===== src/rtl/pc_unit_pkg.sv =====
// rtl/pc_unit_pkg.sv - shared encodings and default addresses for the fetch PC unit
package pc_unit_pkg;

  typedef enum logic [1:0] {
    REDIR_BR   = 2'd0,
    REDIR_JIMM = 2'd1,
    REDIR_JREG = 2'd2,
    REDIR_RSVD = 2'd3
  } redir_kind_e;

  typedef enum logic {
    PCU_RUN  = 1'b0,
    PCU_HOLD = 1'b1
  } pcu_state_e;

  localparam logic [31:0] RESET_PC_DEF   = 32'h0000_3000;
  localparam logic [31:0] EXC_VECTOR_DEF = 32'h0000_4180;

endpackage


===== src/rtl/pc_target_calc.sv =====
// rtl/pc_target_calc.sv - combinational redirect target and link address generation
module pc_target_calc
  import pc_unit_pkg::*;
#(
  parameter int ADDR_W     = 32,
  parameter bit DELAY_SLOT = 1'b1
) (
  input  logic [1:0]        kind,
  input  logic [ADDR_W-1:0] id_pc,
  input  logic [15:0]       imm16,
  input  logic [25:0]       jaddr26,
  input  logic [ADDR_W-1:0] jreg,
  output logic [ADDR_W-1:0] target,
  output logic [ADDR_W-1:0] link_addr
);

  logic [ADDR_W-1:0] pc4;
  logic [ADDR_W-1:0] br_off;

  assign pc4    = id_pc + ADDR_W'(4);
  assign br_off = {{(ADDR_W-18){imm16[15]}}, imm16, 2'b00};

  // Reserved kind is never taken by the top, so its target value is don't-care.
  always_comb begin
    case (redir_kind_e'(kind))
      REDIR_BR:   target = pc4 + br_off;
      REDIR_JIMM: target = {pc4[ADDR_W-1:28], jaddr26, 2'b00};
      default:    target = jreg;
    endcase
  end

  assign link_addr = id_pc + (DELAY_SLOT ? ADDR_W'(8) : ADDR_W'(4));

endmodule


===== src/rtl/pc_unit.sv =====
// rtl/pc_unit.sv - fetch-stage PC register, stall-hold redirect FSM and next-PC priority mux
module pc_unit
  import pc_unit_pkg::*;
#(
  parameter int                ADDR_W     = 32,
  parameter logic [ADDR_W-1:0] RESET_PC   = ADDR_W'(RESET_PC_DEF),
  parameter logic [ADDR_W-1:0] EXC_VECTOR = ADDR_W'(EXC_VECTOR_DEF),
  parameter bit                DELAY_SLOT = 1'b1
) (
  input  logic              clk,
  input  logic              reset,
  input  logic              stall,
  input  logic              redir_valid,
  input  logic [1:0]        redir_kind,
  input  logic              branch_cond,
  input  logic [ADDR_W-1:0] id_pc,
  input  logic [15:0]       imm16,
  input  logic [25:0]       jaddr26,
  input  logic [ADDR_W-1:0] jreg,
  input  logic              exc_req,
  input  logic              eret_req,
  input  logic [ADDR_W-1:0] epc,
  output logic [ADDR_W-1:0] if_pc,
  output logic [ADDR_W-1:0] link_addr,
  output logic              flush_if,
  output logic              fetch_adel,
  output logic              redir_pending
);

  pcu_state_e        state, state_nxt;
  logic [ADDR_W-1:0] hold_tgt, hold_tgt_nxt;
  logic [ADDR_W-1:0] pc_nxt;
  logic [ADDR_W-1:0] target;
  logic              taken;
  logic              trap;
  logic              redir_upd;

  pc_target_calc #(
    .ADDR_W    (ADDR_W),
    .DELAY_SLOT(DELAY_SLOT)
  ) u_target_calc (
    .kind     (redir_kind),
    .id_pc    (id_pc),
    .imm16    (imm16),
    .jaddr26  (jaddr26),
    .jreg     (jreg),
    .target   (target),
    .link_addr(link_addr)
  );

  assign trap  = exc_req | eret_req;
  assign taken = redir_valid &&
                 ((redir_kind == REDIR_JIMM) || (redir_kind == REDIR_JREG) ||
                  ((redir_kind == REDIR_BR) && branch_cond));

  always_ff @(posedge clk) begin
    if (reset) state <= PCU_RUN;
    else       state <= state_nxt;
  end

  // Traps always return to RUN; a stalled redirect parks in HOLD until stall drops.
  always_comb begin
    state_nxt = state;
    if (state == PCU_HOLD) begin
      if (trap || !stall) state_nxt = PCU_RUN;
    end else begin
      if (!trap && taken && stall) state_nxt = PCU_HOLD;
    end
  end

  always_comb begin
    redir_pending = (state == PCU_HOLD);
    fetch_adel    = |if_pc[1:0];
    flush_if      = !reset && (trap || (!DELAY_SLOT && redir_upd));
  end

  always_comb begin
    pc_nxt       = if_pc;
    hold_tgt_nxt = hold_tgt;
    redir_upd    = 1'b0;
    if (exc_req) begin
      pc_nxt = EXC_VECTOR;
    end else if (eret_req) begin
      pc_nxt = epc;
    end else if (state == PCU_HOLD) begin
      if (!stall) begin
        pc_nxt    = hold_tgt;
        redir_upd = 1'b1;
      end
    end else if (taken) begin
      if (stall) begin
        hold_tgt_nxt = target;
      end else begin
        pc_nxt    = target;
        redir_upd = 1'b1;
      end
    end else if (!stall) begin
      pc_nxt = if_pc + ADDR_W'(4);
    end
  end

  always_ff @(posedge clk) begin
    if (reset) begin
      if_pc    <= RESET_PC;
      hold_tgt <= '0;
    end else begin
      if_pc    <= pc_nxt;
      hold_tgt <= hold_tgt_nxt;
    end
  end

endmodule


===== config.mk =====
export PLATFORM = sky130hd
export DESIGN_NAME = pc_unit
export DESIGN_NICKNAME = d
export VERILOG_FILES = /design/src/rtl/pc_unit_pkg.sv /design/src/rtl/pc_target_calc.sv /design/src/rtl/pc_unit.sv
export SDC_FILE = /design/constraint.sdc
export NUM_CORES = 1
export LEC_CHECK = 0
export CORE_MARGIN = 5
export CORE_UTILIZATION = 30
export CTS_CLUSTER_SIZE = 30
export DETAILED_ROUTE_END_ITERATION = 12
export PLACE_DENSITY = 0.56
export SLEW_MARGIN = 20
export SYNTH_ARGS = -nofsm -noshare
export SYNTH_HDL_FRONTEND = slang
export SYNTH_SLANG_ARGS = --single-unit

===== constraint.sdc =====
create_clock -name clk -period 8.7 [get_ports clk]
set_clock_uncertainty 0.15 [all_clocks]
set_input_delay 1.74 -clock clk [delete_from_list [all_inputs] [get_ports clk]]
set_output_delay 1.74 -clock clk [all_outputs]
set_load 0.05 [all_outputs]

==> results of run 1 <==
==> kinds of logic (layout without fill, tap and decap cells) <==
logic type	after synthesis	after routing	synth area share [%]
xor gates and xnor gates	99	99	12.6
DFF	65	65	18.6
buffers and inverters	92	270	5.75
adders and majority gates	39	39	7.08
muxes	8	8	1.14
AOI/OAI and AO/OA	299	299	28.7
and+or+nand+nor	377	377	26.1
==> worst register-to-register path: stages (launching register included) <==
cell and delay [ns]:
dfxtp_1 0.43, ha_1 0.25, nand4_1 0.24, nor4_2 0.75
nand4_1 0.27, nor2_1 0.19, xnor2_1 0.14, o21ai_0 0.11
a211oi_1 0.23, a21oi_1 0.11
==> final timing paths <==
| check | start | endpoint | slack (ns) | cells past startpoint |
|---|---|---|---|---|
| worst min-delay path | register | register | 0.31 | 2 |
| worst min register to register | register | register | 0.31 | 2 |
| worst max-delay path | id_pc[4] | link_addr[21] | 2.04 | 9 |
| worst max register to register | if_pc[2] | if_pc[30] | 5.70 | 9 |
==> area by class of cell <==
cell class / count / area [µm²]
clock buffer: 14 / 264
clock inverter: 2 / 60.1
fill: 2464 / 13600
inverter: 28 / 105
multi-input combinational: 822 / 5310
sequential: 65 / 1300
tap: 319 / 399
timing repair buffer: 226 / 2230
==> power by group through the flow <==
stage	logic, mW	clock network, mW	registers [mW]
global placement	0.472	0	0.332
floorplan	0.262	0	0.357
detailed placement	0.472	0	0.332
CTS	0.475	0.404	0.326
finish	0.476	0.402	0.326
global route	0.515	0.420	0.328
==> metrics by stage <==
stage	utilization (%)	power, mW	instance area [µm²]
6_report	41.6	1.20	9670
3_3_place_gp	40.2	0.804	9350
5_1_grt	41.6	1.26	9670
4_1_cts	41.6	1.21	9670
2_1_floorplan	-	0.619	7000
3_5_place_dp	40.2	0.804	9350
==> registers in the layout, summed over array words and instances, names as in the netlist, named ones only <==
signal and flops:
hold_tgt 32, redir_pending 1, if_pc 30
==> cell usage after synthesis (all sizes together) (8+ instances only) <==
cell,instances,area share [%]
xnor2,58,7.3
nor3,45,3.3
dfxtp,65,19
nor2b,11,0.98
nor2,120,6.4
a221oi,9,1.1
a211oi,40,4.4
o221ai,15,1.9
o21ai,59,4.2
a31oi,11,0.98
xor2,40,5.0
nand2,86,4.6
inv,27,1.4
nand3,40,2.9
mux2i,8,1.1
a22o,13,1.6
a22oi,17,1.8
a21oi,71,5.1
buf,14,1.5
clkbuf,50,2.7
nand4,21,2.2
or3,8,0.79
a21o,9,0.96
and3,13,1.2
ha,38,6.8
==> per-layer routing <==
metal	GRT usage, %	up-vias
met5	0	-
met4	4.08	0
met3	4.78	20
met2	30.8	300
met1	29.3	3619
li1	-	3946
==> flow_metrics.tcl, run 1 <==
set metrics [dict create \
    initial_core_util_pct 30.1 \
    min_period_ns 6.66 \
    ys_ff_latch 65 \
    die_area_mm2 0.0265 \
    slowest_delay_ns 0.82 \
    grt_first_pass_wirelength_mm 43.0 \
    wl_met1_mm 13.2 \
    crit_chain "clkdlybuf4s50_1 > ha_1 > and3_1 > nand3b_1 > nor2_1 > nand3_1 > nor2_1 > xor2_1 > clkdlybuf4s50_1" \
    first_global_vias 7474 \
    layout_commonest_cell "clkdlybuf4s50_1" \
    drt.antenna.violating_nets 0 \
    h-tree-depth 3 \
    drt_iter0_drc 548 \
    slew_headroom_pct 42.5 \
    start_kind "input pin" \
    cts_sinks 65 \
    io_buffers 213 \
    outcome "finished, final reports clean" \
    antenna_found_initial 0 \
    core_area_mm2 0.0233 \
    grt_max_degree 54 \
    crit_path_end_kind "output pin" \
    dp_hpwl_mm 21.7 \
    vdd_drop_max_v 0.0000993 \
    wl_met2_mm 11.9 \
    cts_root_buf "clkbuf_16" \
    worst_slew_pin_slew_ns 0.854 \
    power_switching_mw 0.432 \
    syn_inst 979 \
    cp_data_required_time_ns 6.81 \
    holdBufCountCts 0 \
    finalHoldViolCount 0 \
    min_period_over_period_pct 76.5 \
    ioPinCount 214 \
    drv_cap 0 \
    setup-violations-final 0 \
    diodes 0 \
    critPathSlowestCell "clkdlybuf4s50_1" \
    synth_area_mm2 0.00700 \
    tritoncts "yes" \
    p_int_mw 0.772 \
    seqPwrFrac_pct 27.1 \
    synth_cell_types 74 \
    grt_setup_unrepaired "no" \
    gp_congestion 0.849 \
    leakage_nw 3.51 \
    most-common-layout-cells "clkdlybuf4s50_1 (213), nor2_1 (119), nand2_1 (86)" \
    fin_setup_tns_ns 0 \
    clk_pin_slew_ns 0.06 \
    drt_first_pass_iters 5 \
    postCtsResizedCells 0 \
    layout-drive-gt1-share_pct 4.49 \
    grtUsageTotal_pct 20.3 \
    die_y_um 163 \
    async_reset_ff_share_pct 0 \
    cpLargestDelayFamily "buffers and inverters" \
    seq_area_frac_synth_pct 18.6 \
    critical_path_class "in2out" \
    comb_power_share_pct 39.5 \
    wl_met3_mm 2.45 \
    drc 0 \
    worst_hold_slack_ns 0.313 \
    syn2layout_area_growth_pct 38.1 \
    drv_slew 0 \
    clockPowerShare_pct 33.4 \
    cts_inserted_buffers 9 \
    worstPathMaxFanout 6 \
    final_nets 1338 \
    synth_edf_count 0 \
    synth.avg_cell_area_um2 7.15 \
    critPathBufInv 2 \
    die_w_um 163 \
    fp-row-count 56 \
    synthFlopType "dfxtp_1" \
    setup_ws_ns 2.04 \
    yosysWarnings 0 \
    place_ws_ns 1.99 \
    syn_nets 1165 \
    clock_latency_ns 0.33 \
    routedWlPerCell_um 18.9 \
    viasPerCell 5.34 \
    pwr_density_cell_mw_per_mm2 125 \
    fmax_mhz 150 \
    vias 7885 \
    worst_hold_path_type "reg2reg" \
    cts_setup_buffers 0 \
    cp.arrival_ns 4.77 \
    clockBufferDepth 2 \
    overflow 0 \
    final_cells 1476 \
    p_sw_share_pct 35.9 \
    wl_mm 27.8 \
    dp_cells 1460 \
    topRoutingLayerUsed "met4" \
]
Power figures use the tool's default switching activity.
==> run 2, diff against run 1 <==
PLACE_DENSITY = 0.58   (was 0.56)
clock period = 5.9 ns   (was 8.7 ns; I/O delays follow)
==> run 2 against run 1 <==
Compared with the run above:
- hold slack better by 0.0040 ns
- die area unchanged
- register-to-register slack worse by 2.8 ns
- global-route usage about the same
- non-clock buffer count up 16
- sequential power up 48%
- first-iteration DRC count up 11%
- worst setup slack worse by 1.6 ns
- count of clock-buffer cells in the layout down 3
- critical endpoint is now link_addr[19]
- utilization up 0.36 points
- clock power up 31%
- final area up 0.85%
==> flow_metrics.tcl, run 2 (synthesized netlist as in run 1, its figures left out) <==
set metrics [dict create \
    die_area_mm2 0.0265 \
    holdBufCountCts 0 \
    slew_headroom_pct 40.9 \
    drc 0 \
    final_nets 1354 \
    grt_first_pass_wirelength_mm 42.8 \
    tritoncts "yes" \
    cts_root_buf "clkbuf_16" \
    timing.rr.start "redir_pending" \
    vdd_drop_max_v 0.0000983 \
    min_period_over_period_pct 92.1 \
    routedWlPerCell_um 18.4 \
    largest_reg_flops 32 \
    multi_input_area_mm2 0.00531 \
    dp_hpwl_mm 21.8 \
    design_area_mm2 0.00975 \
    drv_cap 0 \
    io_buffers 213 \
    worst_hold_path_type "reg2reg" \
    placed_area_mm2 0.00946 \
    vias 7832 \
    setup-violations-final 0 \
    worst_slew_pin_slew_ns 0.883 \
    grtUsageTotal_pct 20.2 \
    clockBufferDepth 2 \
    ioPinCount 214 \
    drt_first_pass_iters 9 \
    die_y_um 163 \
    fp-row-count 56 \
    postCtsResizedCells 0 \
    cts_setup_buffers 0 \
    drt.antenna.violating_nets 0 \
    viasPerCell 5.25 \
    regArea_mm2 0.00130 \
    leakage_nw 3.57 \
    r2r_setup_slack_ns 2.95 \
    finalHoldViolCount 0 \
    grt_max_degree 53 \
    cp_data_required_time_ns 4.57 \
    top_register "hold_tgt" \
    outcome "finished, final reports clean" \
    r2r_cells 5 \
    most-common-layout-cells "clkdlybuf4s50_1 (211), nor2_1 (119), nand2_1 (86)" \
    drt_iter0_drc 611 \
    dp_cells 1476 \
    antenna_found_initial 1 \
    pwr_density_cell_mw_per_mm2 176 \
    final_cells 1493 \
    first_global_vias 7500 \
    fin_setup_tns_ns 0 \
    gp_congestion 0.843 \
    clk_pin_slew_ns 0.05 \
    layout_commonest_cell "clkdlybuf4s50_1" \
    drv_slew 0 \
    die_w_um 163 \
    fmax_mhz 184 \
    min_period_ns 5.44 \
    core_area_mm2 0.0233 \
    wl_mm 27.5 \
    cts_inserted_buffers 9 \
    power_mw 1.72 \
    syn2layout_area_growth_pct 39.3 \
    cts_sinks 65 \
    h-tree-depth 3 \
    grt_setup_unrepaired "no" \
    start_kind "input pin" \
    cp.arrival_ns 4.11 \
    crit_path_end_kind "output pin" \
    critical_path_class "in2out" \
    num-fill-cells 2455 \
    hold_depth 2 \
    rr_endpoint "hold_tgt[22]" \
    initial_core_util_pct 30.1 \
    clock_latency_ns 0.34 \
    worstPathMaxFanout 6 \
    overflow 0 \
    layout-drive-gt1-share_pct 6.05 \
]
[run 2: changes by cell type in the layout (fill, tap and decap cells not counted)]
| cell | before | now |
|---|---|---|
| buf_4 | 13 | 31 |
| clkbuf_8 | 2 | 0 |
| clkdlybuf4s50_1 | 213 | 211 |
| clkinv_2 | 0 | 2 |
| bufinv_16 | 2 | 1 |
| clkbuf_1 | 3 | 2 |
| clkinv_4 | 0 | 1 |
| clkinvlp_4 | 0 | 1 |
| diode_2 | 0 | 1 |
[run 2: final cells by class]
type / instances / area share [%]
Antenna cell: 1 / 0.0257
Clock buffer: 11 / 2.39
Clock inverter: 5 / 0.577
Inverter: 28 / 1.08
Multi-Input combinational cell: 822 / 54.4
Sequential cell: 65 / 13.4
Tap cell: 319 / 4.09
Timing Repair Buffer: 242 / 24.0
[run 2: worst max-delay path by stage]
stage,cells after the start,slack (ns),endpoint,start
floorplan,15,1.29,if_pc[23],id_pc[2]
global placement,14,0.30,hold_tgt[31],id_pc[15]
detailed placement,15,0.22,if_pc[31],id_pc[4]
CTS,8,0.46,link_addr[19],id_pc[4]
global route,15,0.20,hold_tgt[31],id_pc[4]
finish,8,0.46,link_addr[19],id_pc[4]
[run 2: through the flow]
| stage | worst slack [ns] | utilization (%) | hold slack, ns |
|---|---|---|---|
| floorplan | 1.29 | - | 0.290 |
| global placement | 0.298 | 40.7 | 0.304 |
| detailed placement | 0.217 | 40.7 | 0.308 |
| CTS | 0.464 | 41.9 | 0.317 |
| global route | 0.204 | 41.9 | 0.342 |
| finish | 0.464 | 41.9 | 0.317 |
[run 2: where the power goes]
part           internal, mW  total [mW]  switching, mW  leakage [nW]
Clock                 0.326       0.526          0.200         0.139
Sequential            0.458       0.481         0.0235         0.530
Combinational         0.294       0.709          0.415          2.90
Total                  1.08        1.72          0.639          3.57
[run 2: layer usage]
layer  global-route usage, %  part of all wire, %  vias up
met5                       0                    0        -
met4                    4.00                  1.0        0
met3                    3.72                  7.2       22
met2                    31.7                   44      287
met1                    29.1                   48     3545
li1                        -                    -     3978
[run 2: worst max-delay path, stage by stage]
cell	delay, ns
clkdlybuf4s50_1	0.59
ha_1	0.24
and3_1	0.28
nand3b_1	0.29
nor2_1	0.35
nand3_1	0.17
xnor2_1	0.17
clkdlybuf4s50_1	0.83
